## src/rtl/vram_dma_if.sv

```systemverilog
// ============================================================================
// Module   : vram_dma_if
// Purpose  : CPU register port, source-bus and VRAM-bus signals of vram_dma.
// Revision : 1.0
// ============================================================================
`default_nettype none

interface vram_dma_if;
  logic [15:0] mmio_a;
  logic [7:0]  mmio_din;
  logic [7:0]  mmio_dout;
  logic        mmio_rd;
  logic        mmio_wr;
  logic [15:0] src_a;
  logic        src_rd;
  logic [7:0]  src_din;
  logic [12:0] vram_a;
  logic [7:0]  vram_dout;
  logic        vram_wr;

  modport master (
    output mmio_a, mmio_din, mmio_rd, mmio_wr, src_din,
    input  mmio_dout, src_a, src_rd, vram_a, vram_dout, vram_wr
  );

  modport slave (
    input  mmio_a, mmio_din, mmio_rd, mmio_wr, src_din,
    output mmio_dout, src_a, src_rd, vram_a, vram_dout, vram_wr
  );
endinterface

`default_nettype wire

```

## src/rtl/vram_dma.sv

```systemverilog
// ============================================================================
// Module   : vram_dma
// Purpose  : General-purpose and HBlank-paced block copy into VRAM.
// Revision : 1.0
// ============================================================================
`default_nettype none

module vram_dma (
  input  wire logic       clk,
  input  wire logic       rst,
  input  wire logic [1:0] ct,
  input  wire logic       hblank,
  output logic            occupy,
  vram_dma_if.slave       bus
);

  typedef enum logic [2:0] {
    S_IDLE   = 3'd0,
    S_GDMA   = 3'd1,
    S_HWAIT  = 3'd2,
    S_HBLOCK = 3'd3,
    S_HDONE  = 3'd4
  } state_t;

  state_t      r_state;
  state_t      w_next;

  logic [7:0]  r_src_hi;
  logic [3:0]  r_src_lo;
  logic [4:0]  r_dst_hi;
  logic [3:0]  r_dst_lo;

  logic [15:0] r_src_cnt;
  logic [12:0] r_dst_cnt;
  logic [7:0]  r_blocks_left;
  logic [3:0]  r_byte_cnt;
  logic        r_busy;
  logic [7:0]  r_data;
  logic        r_cancel_pend;
  logic        r_cancelled;

  logic        w_xfer_st;
  logic        w_wr55;
  logic        w_cancel_req;
  logic        w_start;
  logic        w_byte_end;
  logic        w_blk_end;
  logic        w_done;
  logic        w_cancel_now;
  logic        w_blk_cancel;
  logic [6:0]  w_bl_m1;

  assign w_xfer_st    = (r_state == S_GDMA) || (r_state == S_HBLOCK);
  assign w_wr55       = bus.mmio_wr && (bus.mmio_a == 16'hFF55);
  assign w_cancel_req = w_wr55 && !bus.mmio_din[7];
  assign w_start      = w_wr55 && (r_state == S_IDLE);
  // A byte ends on ct=3 only if its ct=0 was seen inside the copy state.
  assign w_byte_end   = w_xfer_st && r_busy && (ct == 2'd3);
  assign w_blk_end    = w_byte_end && (r_byte_cnt == 4'hF);
  assign w_done       = (w_blk_end && (r_blocks_left == 8'd1)) ||
                        (w_byte_end && (r_dst_cnt == 13'h1FFF));
  assign w_cancel_now = w_cancel_req && ((r_state == S_HWAIT) || (r_state == S_HDONE));
  assign w_blk_cancel = (r_state == S_HBLOCK) && w_blk_end && !w_done &&
                        (r_cancel_pend || w_cancel_req);
  assign w_bl_m1      = r_blocks_left[6:0] - 7'd1;

  always_ff @(posedge clk) begin
    if (rst) r_state <= S_IDLE;
    else     r_state <= w_next;
  end

  always_comb begin
    w_next = r_state;
    case (r_state)
      S_IDLE:   if (w_wr55) w_next = bus.mmio_din[7] ? S_HWAIT : S_GDMA;
      S_GDMA:   if (w_done) w_next = S_IDLE;
      S_HWAIT: begin
        if (w_cancel_now) w_next = S_IDLE;
        else if (hblank)  w_next = S_HBLOCK;
      end
      S_HBLOCK: begin
        if (w_done || w_blk_cancel) w_next = S_IDLE;
        else if (w_blk_end)         w_next = S_HDONE;
      end
      S_HDONE: begin
        if (w_cancel_now) w_next = S_IDLE;
        else if (!hblank) w_next = S_HWAIT;
      end
      default:  w_next = S_IDLE;
    endcase
  end

  always_ff @(posedge clk) begin
    if (rst) begin
      r_src_hi      <= 8'h00;
      r_src_lo      <= 4'h0;
      r_dst_hi      <= 5'h00;
      r_dst_lo      <= 4'h0;
      r_src_cnt     <= 16'h0000;
      r_dst_cnt     <= 13'h0000;
      r_blocks_left <= 8'h00;
      r_byte_cnt    <= 4'h0;
      r_busy        <= 1'b0;
      r_data        <= 8'h00;
      r_cancel_pend <= 1'b0;
      r_cancelled   <= 1'b0;
    end else begin
      // Shadow registers are written independently of the working counters.
      if (bus.mmio_wr) begin
        case (bus.mmio_a)
          16'hFF51: r_src_hi <= bus.mmio_din;
          16'hFF52: r_src_lo <= bus.mmio_din[7:4];
          16'hFF53: r_dst_hi <= bus.mmio_din[4:0];
          16'hFF54: r_dst_lo <= bus.mmio_din[7:4];
          default: ;
        endcase
      end

      if (w_start) begin
        r_src_cnt     <= {r_src_hi, r_src_lo, 4'h0};
        r_dst_cnt     <= {r_dst_hi, r_dst_lo, 4'h0};
        r_blocks_left <= {1'b0, bus.mmio_din[6:0]} + 8'd1;
        r_byte_cnt    <= 4'h0;
        r_cancel_pend <= 1'b0;
        r_cancelled   <= 1'b0;
      end

      if (w_xfer_st && (ct == 2'd0))       r_busy <= 1'b1;
      else if (!w_xfer_st || (ct == 2'd3)) r_busy <= 1'b0;

      if (w_xfer_st && r_busy && (ct == 2'd1)) r_data <= bus.src_din;

      if (w_byte_end) begin
        r_src_cnt  <= r_src_cnt + 16'd1;
        r_dst_cnt  <= r_dst_cnt + 13'd1;
        r_byte_cnt <= r_byte_cnt + 4'd1;
        if (w_blk_end) r_blocks_left <= r_blocks_left - 8'd1;
      end

      // A cancel seen mid-block is held until the block boundary.
      if ((r_state == S_HBLOCK) && w_cancel_req) r_cancel_pend <= 1'b1;
      if (w_cancel_now || w_blk_cancel)          r_cancelled   <= 1'b1;
    end
  end

  always_comb begin
    bus.mmio_dout = 8'hFF;
    if (bus.mmio_rd && (bus.mmio_a == 16'hFF55)) begin
      if (r_state != S_IDLE) bus.mmio_dout = {1'b0, w_bl_m1};
      else if (r_cancelled)  bus.mmio_dout = {1'b1, w_bl_m1};
    end
  end

  assign occupy        = w_xfer_st;
  assign bus.src_a     = r_src_cnt;
  assign bus.src_rd    = w_xfer_st && ((ct == 2'd0) || (r_busy && (ct == 2'd1)));
  assign bus.vram_a    = r_dst_cnt;
  assign bus.vram_dout = r_data;
  assign bus.vram_wr   = w_xfer_st && r_busy && (ct == 2'd2);

endmodule

`default_nettype wire

```

## src/flat_wrapper.sv

```systemverilog
// flat-port wrapper written by rule: the top's interface ports become plain ports
module vram_dma_flat 
  (clk, rst, ct, hblank, occupy, bus_mmio_a, bus_mmio_din, bus_mmio_rd, bus_mmio_wr, bus_src_din, bus_mmio_dout, bus_src_a, bus_src_rd, bus_vram_a, bus_vram_dout, bus_vram_wr);
  vram_dma_if bus_i ();
  input  wire logic clk;
  input  wire logic rst;
  input  wire logic [1:0] ct;
  input  wire logic hblank;
  output logic occupy;
  input wire logic [$bits(bus_i.mmio_a)-1:0] bus_mmio_a;
  input wire logic [$bits(bus_i.mmio_din)-1:0] bus_mmio_din;
  input wire logic [$bits(bus_i.mmio_rd)-1:0] bus_mmio_rd;
  input wire logic [$bits(bus_i.mmio_wr)-1:0] bus_mmio_wr;
  input wire logic [$bits(bus_i.src_din)-1:0] bus_src_din;
  output wire logic [$bits(bus_i.mmio_dout)-1:0] bus_mmio_dout;
  output wire logic [$bits(bus_i.src_a)-1:0] bus_src_a;
  output wire logic [$bits(bus_i.src_rd)-1:0] bus_src_rd;
  output wire logic [$bits(bus_i.vram_a)-1:0] bus_vram_a;
  output wire logic [$bits(bus_i.vram_dout)-1:0] bus_vram_dout;
  output wire logic [$bits(bus_i.vram_wr)-1:0] bus_vram_wr;
  assign bus_i.mmio_a = bus_mmio_a;
  assign bus_i.mmio_din = bus_mmio_din;
  assign bus_i.mmio_rd = bus_mmio_rd;
  assign bus_i.mmio_wr = bus_mmio_wr;
  assign bus_i.src_din = bus_src_din;
  assign bus_mmio_dout = bus_i.mmio_dout;
  assign bus_src_a = bus_i.src_a;
  assign bus_src_rd = bus_i.src_rd;
  assign bus_vram_a = bus_i.vram_a;
  assign bus_vram_dout = bus_i.vram_dout;
  assign bus_vram_wr = bus_i.vram_wr;
  vram_dma u_core (.clk(clk), .rst(rst), .ct(ct), .hblank(hblank), .occupy(occupy), .bus(bus_i));
endmodule
```

## config.mk

```make
export PLATFORM = sky130hd
export DESIGN_NAME = vram_dma_flat
export DESIGN_NICKNAME = d
export VERILOG_FILES = /design/src/rtl/vram_dma_if.sv /design/src/rtl/vram_dma.sv /design/src/flat_wrapper.sv
export SDC_FILE = /design/constraint.sdc
export NUM_CORES = 1
export LEC_CHECK = 0
export CAP_MARGIN = 10
export CORE_UTILIZATION = 25
export CTS_CLUSTER_DIAMETER = 40
export DETAILED_ROUTE_END_ITERATION = 10
export GPL_TIMING_DRIVEN = 0
export PLACE_DENSITY_LB_ADDON = 0.15
export RECOVER_POWER = 25
export SETUP_SLACK_MARGIN = 0.3
export SYNTH_ARGS = -nofsm -noshare
export SYNTH_HDL_FRONTEND = slang
export SYNTH_SLANG_ARGS = --single-unit
export TNS_END_PERCENT = 5
```

## constraint.sdc

```tcl
create_clock -name clk -period 1.8 [get_ports clk]
set_input_delay 0.18 -clock clk [delete_from_list [all_inputs] [get_ports clk]]
set_output_delay 0.18 -clock clk [all_outputs]
set_load 0.05 [all_outputs]
```

==> results of run 1 <==
layout make-up:
| cell class | instances | share of cell area, % |
|---|---|---|
| plain buffers | 27 | 4.45 |
| clock inverters | 5 | 1.01 |
| multi-input cells | 363 | 42.6 |
| well taps | 184 | 3.94 |
| inverters | 6 | 0.385 |
| repair buffers | 106 | 16.7 |
| clock buffers | 11 | 4.35 |
| flip-flops and latches | 76 | 26.6 |
state kept, by name, summed over array words and instances, names as in the netlist:
register and cells:
u_core.r_busy 1, u_core.r_blocks_left 8, u_core.r_src_hi 8, u_core.r_byte_cnt 4, u_core.bus.src_a 16, u_core.r_state 3
u_core.r_dst_lo 4, u_core.r_cancel_pend 1, u_core.r_dst_hi 5, u_core.bus.vram_a 13, u_core.bus.vram_dout 8, u_core.r_src_lo 4
u_core.r_cancelled 1
logic make-up after synthesis:
family / share of synthesized area (%)
XOR/XNOR: 2.75
AND/OR/NAND/NOR: 27.7
AO/OA/AOI/OAI: 16.4
adder cells (fa/ha/maj): 1.96
buffers and inverters: 3.53
flip-flops: 39.8
multiplexers: 7.85
Yosys cell counts, types with 2 or more instances:
library cell,n
dfxtp_1,76
nor2_1,74
a21oi_1,48
nand2_1,35
mux2i_1,30
nand3_1,24
clkbuf_1,23
o21ai_0,22
and3_1,13
nor3_1,13
a31oi_1,9
ha_1,6
inv_1,6
nor4_1,6
o211ai_1,6
xnor2_1,6
xor2_1,6
nand3b_1,5
nor2b_1,5
or3_1,5
and2_1,4
and4_1,4
nand4_1,4
o21a_1,4
a211oi_1,3
a2bb2oi_1,3
buf_2,3
nand2b_1,3
nor3b_1,3
or4_1,3
a21o_1,2
o32a_1,2
layer usage:
layer,vias to the layer above,global-route usage [%]
met5,-,0
met4,0,4.66
met3,12,4.29
met2,90,26.8
met1,1863,21.2
li1,1928,-
how the worst min path moves through the flow:
stage | end | cells past startpoint
2_1_floorplan | u_core.bus.vram_a[9] | 2
3_3_place_gp | u_core.r_cancel_pend | 2
3_5_place_dp | u_core.r_cancel_pend | 2
4_1_cts | u_core.bus.vram_dout[4] | 3
5_1_grt | u_core.r_cancel_pend | 6
6_report | u_core.r_cancel_pend | 6
where the power goes:
part / switching (W) / internal (W)
registers: 0.00000000844 / 0.00167
clock network: 0.000736 / 0.00116
logic: 0.000109 / 0.0000966
total: 0.000845 / 0.00293
metrics by stage:
step	instances	hold WS [ns]	util [%]	power, W
global placement	742	0.456	33.7	0.00190
floorplan	472	0.320	-	0.00177
CTS	773	0.451	38.9	0.00383
finish	778	0.393	39.6	0.00377
global route	778	0.408	39.6	0.00390
detailed placement	742	0.458	33.7	0.00190
worst reg2reg max path, delay by kind of cell, from the launching register on:
family	cells	cell delay, ns
AOI/OAI and AO/OA	2	0.33
DFF	1	0.36
buffers and inverters	2	0.30
and+or+nand+nor	2	0.91
repair_timing:
item	in CTS	in global routing
endpoints found under the setup margin	123	96
cloned	1	0
pin swaps	36	52
gates resized for setup	255	73
buffers inserted	14	5
==> results.json, run 1 <==
{
  "syn2layout_area_growth_pct": 52.8,
  "via_per_inst": 5.00,
  "fin_crit_ns": 2.01,
  "worst_slack_ns": -0.212,
  "grt_pass1_vias": 3707,
  "violations": "design-rule violations, negative setup slack",
  "first_iter_violations": 224,
  "report.final.setup_viol": 48,
  "crit_type": "flip-flop to flip-flop",
  "r2r_setup_slack_ns": -0.21,
  "wl_um": 12700,
  "dr.pass1.iters": 9,
  "r2r_cells": 6,
  "wire_per_inst_um": 16.3,
  "cp-startpoint": "u_core.r_state[0]",
  "wl_met3_um": 610,
  "min_period_over_period_pct": 112,
  "p_leak_nw": 2.35,
  "htree_levels": 3,
  "cp_num_buf_inv": 2,
  "yosys-top-cells-area": "dfxtp_1 40%, mux2i_1 7.9%, nor2_1 7.3%",
  "grt.total_usage_pct": 16.4,
  "core-area_um2": 14800,
  "cts-root-buf": "clkbuf_16",
  "clock_latency_ns": 0.34,
  "critPathCaptureType": "flip-flop",
  "cp_max_fo": 5,
  "place_ws_ns": -1.28,
  "post_dp_cell_area_um2": 4980,
  "cpMaxStageDelayCell": "or4_4",
  "grt_overflow": 0,
  "power_density_nw_per_um2": 646,
  "status": "complete, but fails checks",
  "max_slew_margin_pct": 53.1,
  "yosysWarnings": 0,
  "grt_max_degree": 14,
  "arrival_ns": 2.23,
  "maxUsedRoutingLayer": "met4",
  "crit_cells": 6,
  "cp_data_required_time_ns": 2.02,
  "place_congestion": 0.823,
  "ys.flop_type": "dfxtp_1",
  "reg2reg_from": "u_core.r_state[0]",
  "diodes": 0,
  "hp-start": "bus_mmio_a[3]",
  "mostFrequentLayoutCell": "nor2_1",
  "rows": 44,
  "final_area_um2": 5840,
  "regArea_um2": 1550,
  "synth_area_leader_cell": "dfxtp_1",
  "yosysSeqAreaShare_pct": 39.8,
  "timing_hold_violations_final": 0,
  "cts_buffers": 9,
  "syn_avg_cell_area_um2": 8.10,
  "cts_tree": "yes",
  "nNetsFinal": 634,
  "die_h_um": 126,
  "die_w_um": 126,
  "die_area_um2": 15800,
  "hpwl_um": 9040,
  "antenna_found_initial": 0,
  "final.setup.tns_ns": -4.25,
  "vias": 3893,
  "worst_setup_path_endpoint": "u_core.bus.vram_a[12]",
  "cp-start-kind": "flip-flop",
  "synth_edf_count": 0,
  "ys_seq_elements": 76,
  "worstHoldPathType": "input pin to flip-flop",
  "grt_pass1_wl_um": 20000,
  "syn_nets": 517,
  "clk_pin_slew_worst_paths_ns": 0.06,
  "drive_above_1_share_pct": 25.3,
  "io_buffers": 86,
  "path_cells": "or3_4 > or4_4 > buf_8 > clkbuf_16 > o211ai_1 > a21oi_1",
  "mostFrequentLayoutCells": "70 x nor2_1, 60 x dfxtp_1, 42 x a21oi_1, 34 x dlygate4sd2_1, 30 x mux2i_1",
  "drc": 8,
  "r2r_end": "u_core.bus.vram_a[12]",
  "synth.cell_area_um2": 3820,
  "synth-async-reset-ratio_pct": 0,
  "vdd_drop_max_v": 0.000384,
  "post_synth_inst_count": 472,
  "start_util_pct": 25.9,
  "slew_viol_final": 0,
  "wl_met2_um": 5870,
  "antenna_left": 0,
  "io_pins": 87,
  "nFillCells": 1523,
  "synth_cell_types": 48,
  "fmax_mhz": 497,
  "rsz0062_at_grt": "true",
  "cts.sinks": 76,
  "cap_viol_max_count": 0,
  "cp_top_family": "simple AND/OR/NAND/NOR gates",
  "cpPeakStageDelay_ns": 0.51,
  "cts_hold_buf": 0,
  "netlist.area_leader.share_pct": 39.8,
  "multiInputGateArea_um2": 2490,
  "clock_path_buffers": 2,
  "drt-met1-wl_um": 6030,
  "tightest_slew_ns": 0.698,
  "fin_worst_skew_ns": 0.00962
}
Note: power is estimated with default switching activity, not from simulation.
==> run 2, diff against run 1 <==
Settings changed: ABC_AREA set to 0, RECOVER_POWER 25 to not set.
==> run 2 against run 1 <==
Against the previous run:
- the run still ends with design-rule violations, negative setup slack left
- critical path depth did not move
- total power barely moved
- first-iteration DRC count fell by 16%
- maximum frequency rose by 1.2%
- largest power group unchanged
==> results.json, run 2 (synthesized netlist as in run 1, its figures left out) <==
{
  "hp-start": "bus_mmio_a[3]",
  "antenna_left": 0,
  "finalPower_w": 0.00378,
  "die_h_um": 126,
  "cts_tree": "yes",
  "post_dp_cell_area_um2": 4980,
  "min_period_over_period_pct": 111,
  "drive_above_1_share_pct": 26.6,
  "io_buffers": 86,
  "report.final.setup_viol": 47,
  "grt.total_usage_pct": 16.4,
  "holdPathStages": 6,
  "vias": 3885,
  "timing_hold_violations_final": 0,
  "cp_max_fo": 5,
  "clk_pin_slew_worst_paths_ns": 0.06,
  "clock_path_buffers": 2,
  "p_leak_nw": 2.37,
  "layoutNonFillerInstCount": 778,
  "place_congestion": 0.823,
  "grt_max_degree": 14,
  "path_cells": "or3_4 > or4_4 > buf_8 > clkbuf_16 > o211ai_1 > a21oi_1",
  "start_util_pct": 25.9,
  "die_area_um2": 15800,
  "via_per_inst": 4.99,
  "fmax_mhz": 503,
  "cts.sinks": 76,
  "clock_latency_ns": 0.34,
  "die_w_um": 126,
  "cap_viol_max_count": 0,
  "wl_um": 12700,
  "wire_per_inst_um": 16.3,
  "post-route-util_pct": 39.7,
  "hpwl_um": 9040,
  "fin_worst_skew_ns": 0.00932,
  "cpMaxStageDelayCell": "or4_4",
  "mostFrequentLayoutCell": "nor2_1",
  "rsz0062_at_grt": "true",
  "status": "complete, but fails checks",
  "violations": "design-rule violations, negative setup slack",
  "tightest_slew_ns": 0.700,
  "htree_levels": 3,
  "antenna_found_initial": 0,
  "core-area_um2": 14800,
  "multiInputGateArea_um2": 2500,
  "reg2reg_from": "u_core.r_state[0]",
  "final_area_um2": 5860,
  "cts-root-buf": "clkbuf_16",
  "regArea_um2": 1560,
  "r2r_cells": 6,
  "grt_pass1_wl_um": 20000,
  "cts_buffers": 9,
  "crit_type": "flip-flop to flip-flop",
  "diodes": 0,
  "critPathCaptureType": "flip-flop",
  "dr.pass1.iters": 10,
  "vdd_drop_max_v": 0.000382,
  "syn2layout_area_growth_pct": 53.3,
  "first_iter_violations": 188,
  "crit_cells": 6,
  "io_pins": 87,
  "final.setup.tns_ns": -4.11,
  "cp-startpoint": "u_core.r_state[0]",
  "fin_crit_ns": 1.99,
  "arrival_ns": 2.21,
  "max_slew_margin_pct": 53.0,
  "cp_data_required_time_ns": 2.02,
  "worstHoldPathType": "input pin to flip-flop",
  "nFillCells": 1518,
  "drc": 8,
  "nNetsFinal": 634,
  "worst_slack_ns": -0.189,
  "cp_num_buf_inv": 2,
  "cpPeakStageDelay_ns": 0.51,
  "largest_reg_flops": 16,
  "power_density_nw_per_um2": 644,
  "rows": 44,
  "mostFrequentLayoutCells": "69 x nor2_1, 58 x dfxtp_1, 42 x a21oi_1, 34 x dlygate4sd2_1, 30 x mux2i_1",
  "place_inst": 742,
  "grt_overflow": 0,
  "cp-start-kind": "flip-flop",
  "slew_viol_final": 0,
  "cp_top_family": "simple AND/OR/NAND/NOR gates",
  "grt_pass1_vias": 3707
}
run 2: through the flow:
step	hold WS [ns]	setup WS [ns]
2_1_floorplan	0.320	-0.0771
3_3_place_gp	0.456	-1.29
3_5_place_dp	0.458	-1.28
4_1_cts	0.451	-0.244
5_1_grt	0.408	-0.217
6_report	0.391	-0.189
run 2: worst reg2reg max path, stage by stage, from the launching register on:
cell	delay, ns
dfxtp_4	0.36
or3_4	0.40
or4_4	0.51
buf_8	0.15
clkbuf_16	0.15
o211ai_1	0.24
a21oi_1	0.06
run 2: layout make-up:
cell class / instances / area share (%)
Clock inverter: 5 / 1.00
Timing Repair Buffer: 106 / 16.7
Inverter: 6 / 0.384
Clock buffer: 11 / 4.33
Multi-Input combinational cell: 363 / 42.6
Tap cell: 184 / 3.93
Sequential cell: 76 / 26.6
Buffer: 27 / 4.44
run 2: final timing paths:
| kind | slack (ns) | endpoint |
|---|---|---|
| max | -0.19 | u_core.bus.vram_a[12] |
| min | 0.39 | u_core.r_cancel_pend |
| max reg2reg | -0.19 | u_core.bus.vram_a[12] |
| min reg2reg | 0.47 | u_core.r_cancel_pend |
run 2: report_power, final:
part | switching, W | total [W] | internal, W
clock | 0.000739 | 0.00190 | 0.00116
sequential | 0.00000000839 | 0.00167 | 0.00167
combinational | 0.000109 | 0.000206 | 0.0000967
run 2: repair_timing:
item	4_1_cts	5_1_grt
gates resized for setup	255	73
cloned	1	0
setup endpoints to repair	123	96
hold buffers	0	0
pin swaps	36	52
buffers inserted	14	5
run 2: layer usage:
| metal | vias up | track usage [%] | share of wire, % |
|---|---|---|---|
| li1 | 1931 | - | - |
| met5 | - | 0 | 0 |
| met4 | 0 | 4.66 | 1.2 |
| met2 | 94 | 26.8 | 47 |
| met1 | 1848 | 21.2 | 47 |
| met3 | 12 | 4.29 | 5.4 |
